[src/rtl/axi_rom_slave.sv]
// axi_rom_slave: AXI4 read-only slave in front of a synchronous single-port ROM.
// The ROM has a 1-cycle read latency. FIXED, INCR and WRAP bursts are supported,
// with burst-level SLVERR. A 2-entry skid buffer allows full-throughput bursts.
// Optional build macro AXI_ROM_RANGE_CHECK_EN: any beat that falls outside the
// ROM window returns SLVERR. When the macro is undefined, the word index aliases
// modulo DEPTH.
module axi_rom_slave #(
    parameter int ADDR_W = 32,
    parameter int DATA_W = 32,
    parameter int ID_W   = 4,
    parameter int LEN_W  = 4,
    parameter int DEPTH  = 4096,
    parameter logic [ADDR_W-1:0] BASE_ADDR = '0
) (
    input  logic                     ACLK,
    input  logic                     ARESETn,
    input  logic                     ARVALID_S,
    output logic                     ARREADY_S,
    input  logic [ID_W-1:0]          ARID_S,
    input  logic [ADDR_W-1:0]        ARADDR_S,
    input  logic [LEN_W-1:0]         ARLEN_S,
    input  logic [2:0]               ARSIZE_S,
    input  logic [1:0]               ARBURST_S,
    output logic                     RVALID_S,
    input  logic                     RREADY_S,
    output logic [ID_W-1:0]          RID_S,
    output logic [DATA_W-1:0]        RDATA_S,
    output logic [1:0]               RRESP_S,
    output logic                     RLAST_S,
    output logic                     ROM_CS,
    output logic [$clog2(DEPTH)-1:0] ROM_A,
    input  logic [DATA_W-1:0]        ROM_DO
);
    localparam int LSB = $clog2(DATA_W / 8);
    localparam int AW  = $clog2(DEPTH);
    localparam logic [2:0] LSB_SIZE = 3'(LSB);
`ifdef AXI_ROM_RANGE_CHECK_EN
    localparam logic [ADDR_W:0] ROM_END = {1'b0, BASE_ADDR} + (ADDR_W + 1)'(DEPTH * (DATA_W / 8));
`endif

    typedef enum logic [1:0] {IDLE, ISSUE, DRAIN} state_e;

    state_e              state_q, state_d;
    logic                arready_q, arready_d;
    logic [ID_W-1:0]     id_q, id_d;
    logic [ADDR_W-1:0]   addr_q, addr_d;
    logic [LEN_W-1:0]    len_q, len_d;
    logic [LEN_W-1:0]    icnt_q, icnt_d;
    logic [2:0]          size_q, size_d;
    logic [1:0]          burst_q, burst_d;
    logic                err_q, err_d;
    logic                rd_vld_q, rd_vld_d;
    logic                rd_err_q, rd_err_d;
    logic                rd_last_q, rd_last_d;
    logic [1:0]          cnt_q, cnt_d;
    logic [DATA_W-1:0]   dat0_q, dat0_d, dat1_q, dat1_d;
    logic                err0_q, err0_d, err1_q, err1_d;
    logic                last0_q, last0_d, last1_q, last1_d;

    logic                ar_err, range_err, beat_err, issue, r_pop, rvalid;
    logic [ADDR_W-1:0]   size_mask, rel, incr, wrap_mask, addr_next;
    logic [AW-1:0]       rom_idx;
    logic [2:0]          occ;
    logic [1:0]          n;
    logic [DATA_W-1:0]   push_dat;

    // Decode the burst-level error conditions of the incoming AR request
    always_comb begin
        size_mask = (ADDR_W'(1) << ARSIZE_S) - ADDR_W'(1);
        ar_err = 1'b0;
        if (ARSIZE_S > LSB_SIZE) ar_err = 1'b1;
        if (ARBURST_S == 2'b11) ar_err = 1'b1;
        if (ARBURST_S == 2'b10) begin
            if (!(ARLEN_S == LEN_W'(1) || ARLEN_S == LEN_W'(3) ||
                  ARLEN_S == LEN_W'(7) || ARLEN_S == LEN_W'(15))) ar_err = 1'b1;
            if ((ARADDR_S & size_mask) != '0) ar_err = 1'b1;
        end
    end

    // Compute the current beat's word index, the next beat's address, and the range check
    always_comb begin
        rel       = addr_q - BASE_ADDR;
        rom_idx   = AW'(rel >> LSB);
        incr      = ADDR_W'(1) << size_q;
        wrap_mask = ((ADDR_W'(len_q) + ADDR_W'(1)) << size_q) - ADDR_W'(1);
        case (burst_q)
            2'b00:   addr_next = addr_q;
            2'b10:   addr_next = (addr_q & ~wrap_mask) | ((addr_q + incr) & wrap_mask);
            default: addr_next = addr_q + incr;
        endcase
        range_err = 1'b0;
`ifdef AXI_ROM_RANGE_CHECK_EN
        range_err = (addr_q < BASE_ADDR) || ({1'b0, addr_q} >= ROM_END);
`endif
    end

    // Next-state logic for the burst FSM; issues one ROM read per cycle while buffer space allows
    always_comb begin
        state_d = state_q;
        id_d    = id_q;
        addr_d  = addr_q;
        len_d   = len_q;
        size_d  = size_q;
        burst_d = burst_q;
        err_d   = err_q;
        icnt_d  = icnt_q;
        issue   = 1'b0;
        rvalid  = (cnt_q != 2'd0);
        r_pop   = rvalid && RREADY_S;
        beat_err = err_q || range_err;
        // Occupancy counts the read in flight and credits a pop that happens in the same cycle,
        // which keeps bursts bubble-free without letting the buffer overflow.
        occ = 3'(cnt_q) + 3'(rd_vld_q) - 3'(r_pop);
        case (state_q)
            IDLE: begin
                if (ARVALID_S && arready_q) begin
                    id_d    = ARID_S;
                    addr_d  = ARADDR_S;
                    len_d   = ARLEN_S;
                    size_d  = ARSIZE_S;
                    burst_d = ARBURST_S;
                    err_d   = ar_err;
                    icnt_d  = '0;
                    state_d = ISSUE;
                end
            end
            ISSUE: begin
                if (occ < 3'd2) begin
                    issue  = 1'b1;
                    addr_d = addr_next;
                    icnt_d = icnt_q + LEN_W'(1);
                    if (icnt_q == len_q) state_d = DRAIN;
                end
            end
            DRAIN: begin
                if (r_pop && last0_q) state_d = IDLE;
            end
            default: state_d = IDLE;
        endcase
        arready_d = (state_d == IDLE);
        rd_vld_d  = issue;
        rd_err_d  = beat_err;
        rd_last_d = (icnt_q == len_q);
    end

    // Two-entry skid buffer: pop from the head, then append the word returned by the ROM
    always_comb begin
        dat0_d  = dat0_q;
        dat1_d  = dat1_q;
        err0_d  = err0_q;
        err1_d  = err1_q;
        last0_d = last0_q;
        last1_d = last1_q;
        push_dat = rd_err_q ? '0 : ROM_DO;
        n = cnt_q;
        if (r_pop) begin
            dat0_d  = dat1_q;
            err0_d  = err1_q;
            last0_d = last1_q;
            n = cnt_q - 2'd1;
        end
        if (rd_vld_q) begin
            if (n == 2'd0) begin
                dat0_d  = push_dat;
                err0_d  = rd_err_q;
                last0_d = rd_last_q;
            end else begin
                dat1_d  = push_dat;
                err1_d  = rd_err_q;
                last1_d = rd_last_q;
            end
            n = n + 2'd1;
        end
        cnt_d = n;
    end

    // State registers; the asynchronous reset abandons any burst in progress
    always_ff @(posedge ACLK or negedge ARESETn) begin
        if (!ARESETn) begin
            state_q   <= IDLE;
            arready_q <= 1'b0;
            id_q      <= '0;
            addr_q    <= '0;
            len_q     <= '0;
            size_q    <= '0;
            burst_q   <= '0;
            err_q     <= 1'b0;
            icnt_q    <= '0;
            rd_vld_q  <= 1'b0;
            rd_err_q  <= 1'b0;
            rd_last_q <= 1'b0;
            cnt_q     <= '0;
            dat0_q    <= '0;
            dat1_q    <= '0;
            err0_q    <= 1'b0;
            err1_q    <= 1'b0;
            last0_q   <= 1'b0;
            last1_q   <= 1'b0;
        end else begin
            state_q   <= state_d;
            arready_q <= arready_d;
            id_q      <= id_d;
            addr_q    <= addr_d;
            len_q     <= len_d;
            size_q    <= size_d;
            burst_q   <= burst_d;
            err_q     <= err_d;
            icnt_q    <= icnt_d;
            rd_vld_q  <= rd_vld_d;
            rd_err_q  <= rd_err_d;
            rd_last_q <= rd_last_d;
            cnt_q     <= cnt_d;
            dat0_q    <= dat0_d;
            dat1_q    <= dat1_d;
            err0_q    <= err0_d;
            err1_q    <= err1_d;
            last0_q   <= last0_d;
            last1_q   <= last1_d;
        end
    end

    assign ARREADY_S = arready_q;
    assign RVALID_S  = rvalid;
    assign RID_S     = id_q;
    assign RDATA_S   = dat0_q;
    assign RRESP_S   = err0_q ? 2'b10 : 2'b00;
    assign RLAST_S   = rvalid && last0_q;
    assign ROM_CS    = issue && !beat_err;
    assign ROM_A     = rom_idx;
endmodule

[config.mk]
export PLATFORM = sky130hd
export DESIGN_NAME = axi_rom_slave
export DESIGN_NICKNAME = d
export VERILOG_FILES = /design/src/rtl/axi_rom_slave.sv
export SDC_FILE = /design/constraint.sdc
export NUM_CORES = 1
export LEC_CHECK = 0
export ABC_AREA = 1
export ABC_CLOCK_PERIOD_IN_PS = 5650
export BUFFER_PORTS_ARGS = -buffer_cell sky130_fd_sc_hd__buf_2
export CAP_MARGIN = 25
export CELL_PAD_IN_SITES_DETAIL_PLACEMENT = 1
export CELL_PAD_IN_SITES_GLOBAL_PLACEMENT = 2
export CORE_MARGIN = 2
export CORE_UTILIZATION = 35
export CTS_BUF_LIST = sky130_fd_sc_hd__clkbuf_4
export DETAILED_ROUTE_END_ITERATION = 12
export PLACE_DENSITY_LB_ADDON = 0.25
export SYNTH_ARGS = -nofsm -noshare
export SYNTH_HDL_FRONTEND = slang
export SYNTH_SLANG_ARGS = --single-unit
[constraint.sdc]
create_clock -name ACLK -period 5.65 [get_ports ACLK]
set_input_delay 1.13 -clock ACLK [delete_from_list [all_inputs] [get_ports ACLK]]
set_output_delay 1.13 -clock ACLK [all_outputs]
set_load 0.02 [all_outputs]
# After elaboration in Yosys (flattened, before gate mapping)
# Cells that the tools add are included.
# totals
regBits,126
in_bits,81
output_inout_bits,54
word_cells,104
# op_classes
addsub,9
n_lt_le_gt_ge,2
eq_ne,13
n_shift,3
mux,32
bitwise_logic,6
reduce_logical,20
# ops
op,n
32-bit two-way mux,6
32-bit case mux with 2 select lines,2
32-bit AND,3
1-bit by 3-bit << shifter with 32-bit output (first input constant),2
32-bit adder,1
32-bit inverter,1
32-bit OR,1
32-bit nonzero test,1
5-bit by 3-bit << shifter with 32-bit output,1
32-bit by 1-bit subtractor with 32-bit output (second input constant),1
32-bit by 2-bit subtractor with 32-bit output (second input constant),1
2-bit two-way mux,7
1-bit two-way mux,13
2-bit equality test (second input constant),4
2-bit zero test,4
4-bit two-way mux,2
4-bit case mux with 2 select lines,1
2-bit inequality test (second input constant),3
2-bit case mux with 3 select lines,1
4-bit by 1-bit adder with 5-bit output (second input constant),1
1-bit logical AND,5
4-bit by 1-bit adder with 4-bit output (second input constant),1
4-bit by 1-bit equality test with 1-bit output (second input constant),1
4-bit by 2-bit equality test with 1-bit output (second input constant),1
other kinds (17),21

# Depth between registers and ports, before layout
# Gate-level depths: netlist of run 1.
# logic_depth
depth_word,9
mapped_depth,23

# Least setup slack after synthesis of run 1
# OpenSTA, ideal clock, no wires.
# synth_timing
path_type,input to output
from,input port RREADY_S
to,output port ROM_CS
arrival_time_ns,3.181
required_time_ns,4.520
slack_ns,1.339
stages,13
path_buffers,1
cell_sequence,nand2_1 > inv_1 > clkbuf_1 > ha_1 > inv_1 > ha_1 > inv_1 > fa_1 > xnor2_1 > nand2_1 > nor2_4 > inv_2 > nor2_1
# synth_via
elab_chain_cells,6
# synth_lines
item,line_no,text
from (decl),25,"input logic RREADY_S,"
1-bit logical AND,109,r_pop = rvalid && RREADY_S;
3-bit by 1-bit subtractor with 3-bit output,113,occ = 3'(cnt_q) + 3'(rd_vld_q) - 3'(r_pop);
3-bit by 2-bit less-than comparator with 1-bit output,128,if (occ < 3'd2) begin
1-bit two-way mux,128,
1-bit two-way mux,114,case (state_q)
named net issue,60,"logic ar_err, range_err, beat_err, issue, r_pop, rvalid;"
1-bit logical AND,228,assign ROM_CS = issue && !beat_err;
to (decl),30,"output logic ROM_CS,"
# The timed path passes the listed nets, and every way through them passes these cells.

# Final worst setup path of run 1
# layout_timing
from,register cnt_q[1]
to,output port ROM_CS
# layout_via
elab_chain_cells,7
word_cells_on_any_way,8
classes_between,add/sub: 2; order compare: 1; mux: 2; reduce/logical: 3
# layout_lines
item,line_no,text
from (decl),55,"logic [1:0] cnt_q, cnt_d;"
from (signal assigned),212,cnt_q <= cnt_d;
branches (longest 2 deep; another with 2-bit by 1-bit adder with 3-bit output),-,
3-bit by 1-bit subtractor with 3-bit output (*),113,
3-bit by 2-bit less-than comparator with 1-bit output (*),128,
1-bit two-way mux (*),128,
1-bit two-way mux (*),114,
named net issue,60,
1-bit logical AND (*),228,
# Mark *: on every way through the listed nets, which the timed path passes.

==> metrics.sh, run 1 <==
GLOBALROUTEMET2UTIL=0.349
CORE_UM2=17400
TIMING.FINAL.HOLD_VIOLATIONS=0
SEQUENTIAL_CELL_AREA_UM2=2700
CTS.HTREE.LEVELS=3
GRT_UTIL_MET1=0.232
TIMING.FINAL.CRIT_SHARE=0.754
WORSTHOLDENDPOINT='dat1_q[10]'
SYN_TO_FINAL_GROWTH_PCT=13.2
PLACED_CELLS_INCL_TAPS=1115
TOTAL_DIE_AREA_UM2=18900
CTS_NUM_SINKS=108
R2R.WORST_PATH.CELLS=14
NETLIST_AREA_UM2=6230
LAYOUT_MIN_CYCLE_TIME_PS=4260
CTS_HOLD_BUFFERS=0
CLK_PIN_SLEW_WORST_PATHS_PS=180
STDCELL_COUNT=1132
DR_TOTAL_VIAS=5593
TRITONCTS='yes'
SYNTH_CELL_TYPE_COUNT=48
WIRE_LENGTH_OF_THE_FIRST_GLOBAL_ROUTING_PASS_MM=28.3
DIE_W_UM=137
SLEW-LIMIT-HEADROOM=0.360
YOSYSSEQAREASHARE=0.434
CP_COMMON_CELL='sky130_fd_sc_hd__inv_1'
BUFFER_PORTS.INSERTED=118
PIN_COUNT_OF_THE_BIGGEST_NET_ENTERING_GLOBAL_ROUTING=68
GRT.BUSIEST_LAYER='met2'
GP_CONGESTION=0.839
NUMBER_OF_ENABLE_FLIP_FLOP_CELLS_AFTER_SYNTHESIS=0
MAX_STAGE_DELAY_PS=470
REGTOREGSETUPSLACK_PS=2160
STATUS='finished clean'
YOSYSWARNINGCOUNT=0
TOTAL_HALF_PERIMETER_WIRELENGTH_AFTER_LEGALIZATION_AND_DETAILED_PLACEMENT_MM=12.5
CTS_INSERTED_BUFFERS=9
MULTI_INPUT_COMB_AREA_UM2=2890
WORST_PATH_MAXIMUM_FANOUT=6
REG2REG_FROM='cnt_q[1]'
CP.REQUIRED_PS=4520
NUMBER_OF_NETS_WITH_ANTENNA_VIOLATIONS_AFTER_ROUTING=0
MAX_TRANSITION_VIOLS_FINAL=0
GRT_ANTENNA_BEFORE_REPAIR=1
FMAX_MHz=235
N_FILL_CELL=2242
DRT_ITER0_MARKERS=237
POST_DRT_VIA_CELL_RATIO=4.94
END_OF_THE_WORST_REGISTER_TO_REGISTER_PATH='last0_q'
MOSTFREQUENTLAYOUTCELL='sky130_fd_sc_hd__nand2_1'
CTSROOTBUFFERMASTER='sky130_fd_sc_hd__clkbuf_4'
ENDPOINT_TYPE_OF_THE_WORST_SETUP_PATH='primary output'
POSTSYNTH.ASYNCRESETSHARE=1.00
WORST_SKEW_PAIR.LATE_LATENCY_PS=510
CRITICAL_PATH_ARRIVAL_PS=3130
FP.DIEH_UM=137
TOTALNEGATIVESETUPSLACK_PS=0
POST_CTS_SETUP_BUFFER_COUNT=0
CAP_VIOL_MAX_COUNT=0
SETUP.WORST_PATH.START_CLASS='register'
CTS.REPAIR.RESIZED=0
DETAILEDROUTE.FIRSTPASSITERATIONCOUNT=4
GRTUSAGEMET3=0.0228
ROWS=48
POWER_PER_CELL_AREA_nW_PER_UM2=586
TIGHTEST_SLEW_PS=957
INITIAL_UTILIZATION=0.359
WORSTHOLDPATHCELLS=2
CELLLEAKAGEPOWER_nW=3.71
CLOCK_SKEW_AFTER_LAYOUT_PS=28.4
HOLD_SP='dat1_q[10]'
FINAL_NETS=1000
HP-CLASS='register to register'
SETUP-VIOLATIONS-FINAL=0
TOTAL_DRC_ERRORS_IN_THE_ROUTED_LAYOUT=0
OVERFLOW=0
CRIT_CHAIN='inv_1, ha_1, inv_1, nand2_1, inv_1, ha_1, inv_1, ha_1, inv_1, fa_1, xnor2_1, nand2_1, nor2_4, inv_2, nor2_1, buf_2'
UNREPAIRED_SETUP_ENDPOINTS_AFTER_GLOBAL_ROUTING='false'
TOTALPOWERFINAL_mW=4.13
POSTLAYOUTCOREUTIL=0.406
POST_SYNTH_INST_COUNT=812
SYNTH-SEQ-CELLS=108
YS_DOMINANT_REG_CELL='sky130_fd_sc_hd__dfrtp_1'
FIRST_GLOBAL_VIAS=5880
DRIVE_GT1_FRAC=0.208
ROUTEDWLPERCELL_UM=15.2
SYN_AREA_PER_CELL_UM2=7.67
GRT_USAGE=0.190
MAX-CLOCK-PATH-BUFFERS=2
SYNTH_NET_COUNT=911
MAX-VDD-IR-DROP_V=0.000191
CRITPATHKIND='register to primary output'
FLOORPLAN.IO_PINS=135
MOSTFREQUENTLAYOUTCELLS='211 x sky130_fd_sc_hd__nand2_1, 117 x sky130_fd_sc_hd__buf_2, 108 x sky130_fd_sc_hd__dfrtp_1'
CRIT_SLOWEST_CELL='sky130_fd_sc_hd__dfrtp_1'
DRT_WL_TOTAL_MM=17.2
[kinds of logic (layout without fill, tap and decap cells)]
kind of cell	Yosys count	count (layout)	synth area share
and+or+nand+nor	349	349	0.246
DFF	108	108	0.434
adders and majority gates	18	18	0.0386
other	1	2	0.000602
muxes	9	9	0.0159
buffers and inverters	150	244	0.102
AOI/OAI and AO/OA	165	165	0.146
xor gates and xnor gates	12	12	0.0169
[worst max-delay path: cells and delay by family, from the launching register on]
family | cells | cell delay, ps
buf+inv | 7 | 570
xor+xnor | 1 | 160
simple gates | 4 | 470
flops | 1 | 470
fa+ha+maj | 4 | 950
[metrics by stage]
step                setup slack (ps)  hold slack [ps]  area [µm²]
floorplan                       1340              374        6230
global placement                1420              454        6900
detailed placement              1390              460        6900
CTS                             1310              499        7050
global route                    1080              510        7050
finish                          1390              500        7050
[where the power goes]
part / total (mW) / internal, mW / switching (mW)
logic: 2.32 / 0.794 / 1.52
clock network: 0.411 / 0.105 / 0.306
registers: 1.40 / 1.13 / 0.277
[metal layers]
layer  vias to the layer above  routed length [µm]
li1                       2769                   -
met1                      2710                7620
met2                        98                8710
met3                        16                 574
met4                         0                 243
met5                         -                   0
[area by class of cell]
cell class / count / area share
Tap cell: 225 / 0.0399
Sequential cell: 108 / 0.383
Antenna cell: 1 / 0.000355
Clock inverter: 7 / 0.0112
Multi-Input combinational cell: 554 / 0.410
Timing Repair Buffer: 123 / 0.0894
Clock buffer: 9 / 0.00958
Inverter: 105 / 0.0559
[synthesized netlist by cell type (4+ instances only)]
master / instances / share of area
sky130_fd_sc_hd__a21oi_1: 21 / 0.017
sky130_fd_sc_hd__buf_2: 5 / 0.0040
sky130_fd_sc_hd__buf_4: 16 / 0.019
sky130_fd_sc_hd__clkbuf_1: 23 / 0.014
sky130_fd_sc_hd__dfrtp_1: 108 / 0.43
sky130_fd_sc_hd__ha_1: 16 / 0.032
sky130_fd_sc_hd__inv_1: 95 / 0.057
sky130_fd_sc_hd__inv_2: 8 / 0.0048
sky130_fd_sc_hd__mux2_2: 7 / 0.013
sky130_fd_sc_hd__nand2_1: 211 / 0.13
sky130_fd_sc_hd__nand2_2: 7 / 0.0070
sky130_fd_sc_hd__nand3_1: 31 / 0.025
sky130_fd_sc_hd__nand3_2: 11 / 0.018
sky130_fd_sc_hd__nor2_1: 66 / 0.040
sky130_fd_sc_hd__nor2_4: 4 / 0.0072
sky130_fd_sc_hd__nor3_1: 6 / 0.0048
sky130_fd_sc_hd__o21ai_0: 93 / 0.075
sky130_fd_sc_hd__o21ai_1: 12 / 0.0096
sky130_fd_sc_hd__o22ai_1: 17 / 0.017
sky130_fd_sc_hd__xnor2_1: 4 / 0.0056
sky130_fd_sc_hd__xor2_1: 8 / 0.011
[worst max-delay path by stage]
| stage | start | to | depth (start not counted) |
|---|---|---|---|
| floorplan | RREADY_S | ROM_CS | 13 |
| global placement | RREADY_S | ROM_CS | 14 |
| detailed placement | RREADY_S | ROM_CS | 14 |
| CTS | cnt_q[1] | ROM_CS | 16 |
| global route | cnt_q[1] | ROM_CS | 16 |
| finish | cnt_q[1] | ROM_CS | 16 |
No activity file was read; power rests on OpenSTA's default activity.
==> run 2: changes to the inputs <==
--- a/config.mk
+++ b/config.mk
@@ -6,13 +6,13 @@
 export NUM_CORES = 1
 export LEC_CHECK = 0
 export ABC_AREA = 1
-export ABC_CLOCK_PERIOD_IN_PS = 5650
+export ABC_CLOCK_PERIOD_IN_PS = 4400
 export BUFFER_PORTS_ARGS = -buffer_cell sky130_fd_sc_hd__buf_2
 export CAP_MARGIN = 25
 export CELL_PAD_IN_SITES_DETAIL_PLACEMENT = 1
 export CELL_PAD_IN_SITES_GLOBAL_PLACEMENT = 2
 export CORE_MARGIN = 2
-export CORE_UTILIZATION = 35
+export CORE_UTILIZATION = 32
 export CTS_BUF_LIST = sky130_fd_sc_hd__clkbuf_4
 export DETAILED_ROUTE_END_ITERATION = 12
 export PLACE_DENSITY_LB_ADDON = 0.25
==> constraint.sdc (replaced) <==
create_clock -name ACLK -period 4.4 [get_ports ACLK]
set_input_delay 0.88 -clock ACLK [delete_from_list [all_inputs] [get_ports ACLK]]
set_output_delay 0.88 -clock ACLK [all_outputs]
set_load 0.02 [all_outputs]
==> run 2 against run 1 <==
Net effect: setup slack lost 970 ps; clock skew shrank 3.6 ps; count of clock-buffer cells in the layout is the same; non-clock buffer count grew 3.
==> metrics.sh, run 2 (synthesized netlist as in run 1, its figures left out) <==
TOTAL_HALF_PERIMETER_WIRELENGTH_AFTER_LEGALIZATION_AND_DETAILED_PLACEMENT_MM=12.3  # -1.6%
SYN_TO_FINAL_GROWTH_PCT=14.6
FMAX_MHz=251
DESIGN_AREA_UM2=7140  # +1.3%
CP.REQUIRED_PS=3520  # -1000 ps
FINAL_NETS=1003  # +0.30%
SETUP-VIOLATIONS-FINAL=0  # unchanged
TOTALNEGATIVESETUPSLACK_PS=0  # unchanged
DP_WORST_SETUP_SLACK_PS=646  # -744 ps
CTS_INSERTED_BUFFERS=9  # unchanged
CLOCK_SKEW_AFTER_LAYOUT_PS=24.8  # -3.64 ps
CRITPATHKIND='register to primary output'
TRITONCTS='yes'
CAP_VIOL_MAX_COUNT=0  # unchanged
CORE_UM2=19300  # +11%
CTSROOTBUFFERMASTER='sky130_fd_sc_hd__clkbuf_4'
SLEW-LIMIT-HEADROOM=0.520  # +0.160
INITIAL_UTILIZATION=0.323  # -0.0357
CELLLEAKAGEPOWER_nW=3.73  # +0.50%
P_COMB_FRAC=0.560  # about the same
DETAILED_PLACE.AREA_UM2=6990  # +1.3%
WIRE_LENGTH_OF_THE_FIRST_GLOBAL_ROUTING_PASS_MM=28.4  # +0.17%
FLOORPLAN.IO_PINS=135  # unchanged
CRITICAL_PATH_ARRIVAL_PS=3100  # -30 ps
POWER.SHARE.SWITCHING=0.509  # about the same
REG2REG_FROM='cnt_q[1]'
MAX-VDD-IR-DROP_V=0.000254  # +33%
CTS_HOLD_BUFFERS=0  # unchanged
TIMING.FINAL.CRIT_SHARE=0.904
UNREPAIRED_SETUP_ENDPOINTS_AFTER_GLOBAL_ROUTING='false'
POST_DRT_VIA_CELL_RATIO=4.66  # -5.7%
PLACED_CELLS_INCL_TAPS=1158  # +3.9%
TIGHTEST_SLEW_PS=713  # -244 ps
WORST_SKEW_PAIR.LATE_LATENCY_PS=520  # about the same
ROUTEDWLPERCELL_UM=14.5  # -4.3%
SWITCHING_POWER_mW=2.70  # +28%
TOTALPOWERFINAL_mW=5.30  # +28%
CTS.HTREE.LEVELS=3  # unchanged
PIN_COUNT_OF_THE_BIGGEST_NET_ENTERING_GLOBAL_ROUTING=49  # -28%
ENDPOINT_TYPE_OF_THE_WORST_SETUP_PATH='primary output'
ROWS=51  # +6.3%
FIRST_GLOBAL_VIAS=5585  # -5.0%
BUFFER_PORTS.INSERTED=118  # unchanged
PWR-SHARE-SEQ=0.339  # about the same
DIE_W_UM=144  # +4.4%
P_CLK_FRAC=0.101  # about the same
LAYOUT_MIN_CYCLE_TIME_PS=3980
POST_CTS_SETUP_BUFFER_COUNT=0  # unchanged
GP_CONGESTION=0.800  # -4.6%
N_FILL_CELL=2453  # +9.4%
MAX_TRANSITION_VIOLS_FINAL=0  # unchanged
GRT_ANTENNA_BEFORE_REPAIR=1  # unchanged
STATUS='finished clean'
DETAILEDROUTE.FIRSTPASSITERATIONCOUNT=4  # unchanged
INTERNAL-POWER_mW=2.60  # +28%
HP-CLASS='primary input to asynchronous set/reset pin'
WORST_PATH_MAXIMUM_FANOUT=6  # unchanged
SEQUENTIAL_CELL_AREA_UM2=2700  # unchanged
MOSTFREQUENTLAYOUTCELLS='211 x sky130_fd_sc_hd__nand2_1, 117 x sky130_fd_sc_hd__buf_2, 108 x sky130_fd_sc_hd__dfrtp_1'
SETUP.WORST_PATH.START_CLASS='register'
CRIT_START='cnt_q[1]'
MOSTFREQUENTLAYOUTCELL='sky130_fd_sc_hd__nand2_1'
DRIVE_GT1_FRAC=0.209  # +0.00152
NUMBER_OF_NETS_WITH_ANTENNA_VIOLATIONS_AFTER_ROUTING=0  # unchanged
DRT_ITER0_MARKERS=191  # -19%
TOTAL_DRC_ERRORS_IN_THE_ROUTED_LAYOUT=0  # unchanged
DR_TOTAL_VIAS=5473  # -2.1%
CTS.REPAIR.RESIZED=0  # unchanged
STDCELL_COUNT=1175  # +3.8%
CTS_NUM_SINKS=108  # unchanged
TIMING.FINAL.HOLD_VIOLATIONS=0  # unchanged
GRT_USAGE=0.173  # -0.0167
MULTI_INPUT_COMB_AREA_UM2=2890  # about the same
FINAL_CRITICAL_PATH_SETUP_SLACK_PS=424  # -968 ps
TOTAL_DIE_AREA_UM2=20600  # +9.1%
CLK_PIN_SLEW_WORST_PATHS_PS=210  # +30 ps
FP.DIEH_UM=144  # +4.4%
DRT_WL_TOTAL_MM=17.0  # -0.68%
POWER_PER_CELL_AREA_nW_PER_UM2=743  # +27%
OVERFLOW=0  # unchanged
MAX-CLOCK-PATH-BUFFERS=2  # unchanged
## run 2: metal layers
layer	global-route usage	routed length, µm	up-vias
met5	0	0	-
met4	0.0495	216	0
met3	0.0190	424	14
met2	0.290	7970	85
met1	0.238	8420	2592
li1	-	-	2782
## run 2: worst paths after layout
path	depth (start not counted)	endpoint	slack (ps)
setup reg to reg	19	register	1010
min in group ACLK	1	icnt_q[3]	500
hold reg to reg	1	icnt_q[3]	500
setup / recovery	16	ROM_CS	420
max in group asynchronous	3	RDATA_S[24]	3210
hold / removal	1	dat1_q[14]	290
## run 2: layout make-up
cell class / instances / area share
Tap cell: 265 / 0.0464
Multi-Input combinational cell: 554 / 0.405
Clock buffer: 9 / 0.00946
Timing Repair Buffer: 126 / 0.0943
Clock inverter: 7 / 0.0109
Antenna cell: 1 / 0.000350
Sequential cell: 108 / 0.378
Inverter: 105 / 0.0552
## run 2: power by group through the flow
stage | Sequential [mW] | Clock, mW | Combinational [mW]
floorplan | 1.88 | 0 | 2.18
finish | 1.80 | 0.535 | 2.97
global placement | 1.82 | 0 | 2.96
global route | 1.87 | 0.599 | 3.41
detailed placement | 1.83 | 0 | 3.01
CTS | 1.81 | 0.571 | 3.02
## run 2: metrics by stage
step / utilization / hold WS (ps)
6_report: 0.371 / 293
5_1_grt: 0.371 / 295
4_1_cts: 0.370 / 277
3_5_place_dp: 0.363 / 461
3_3_place_gp: 0.361 / 456
2_1_floorplan: - / 374
## run 2: critical path, cell delays in order (launching register included)
cell and delay (ps):
sky130_fd_sc_hd__dfrtp_1 480, sky130_fd_sc_hd__inv_1 80, sky130_fd_sc_hd__ha_1 150, sky130_fd_sc_hd__inv_1 60, sky130_fd_sc_hd__nand2_1 70, sky130_fd_sc_hd__inv_1 60, sky130_fd_sc_hd__ha_1 290, sky130_fd_sc_hd__inv_1 60
sky130_fd_sc_hd__ha_1 130, sky130_fd_sc_hd__inv_1 50, sky130_fd_sc_hd__fa_1 380, sky130_fd_sc_hd__xnor2_1 160, sky130_fd_sc_hd__nand2_1 120, sky130_fd_sc_hd__nor2_4 170, sky130_fd_sc_hd__inv_2 80, sky130_fd_sc_hd__nor2_1 90
sky130_fd_sc_hd__buf_2 180
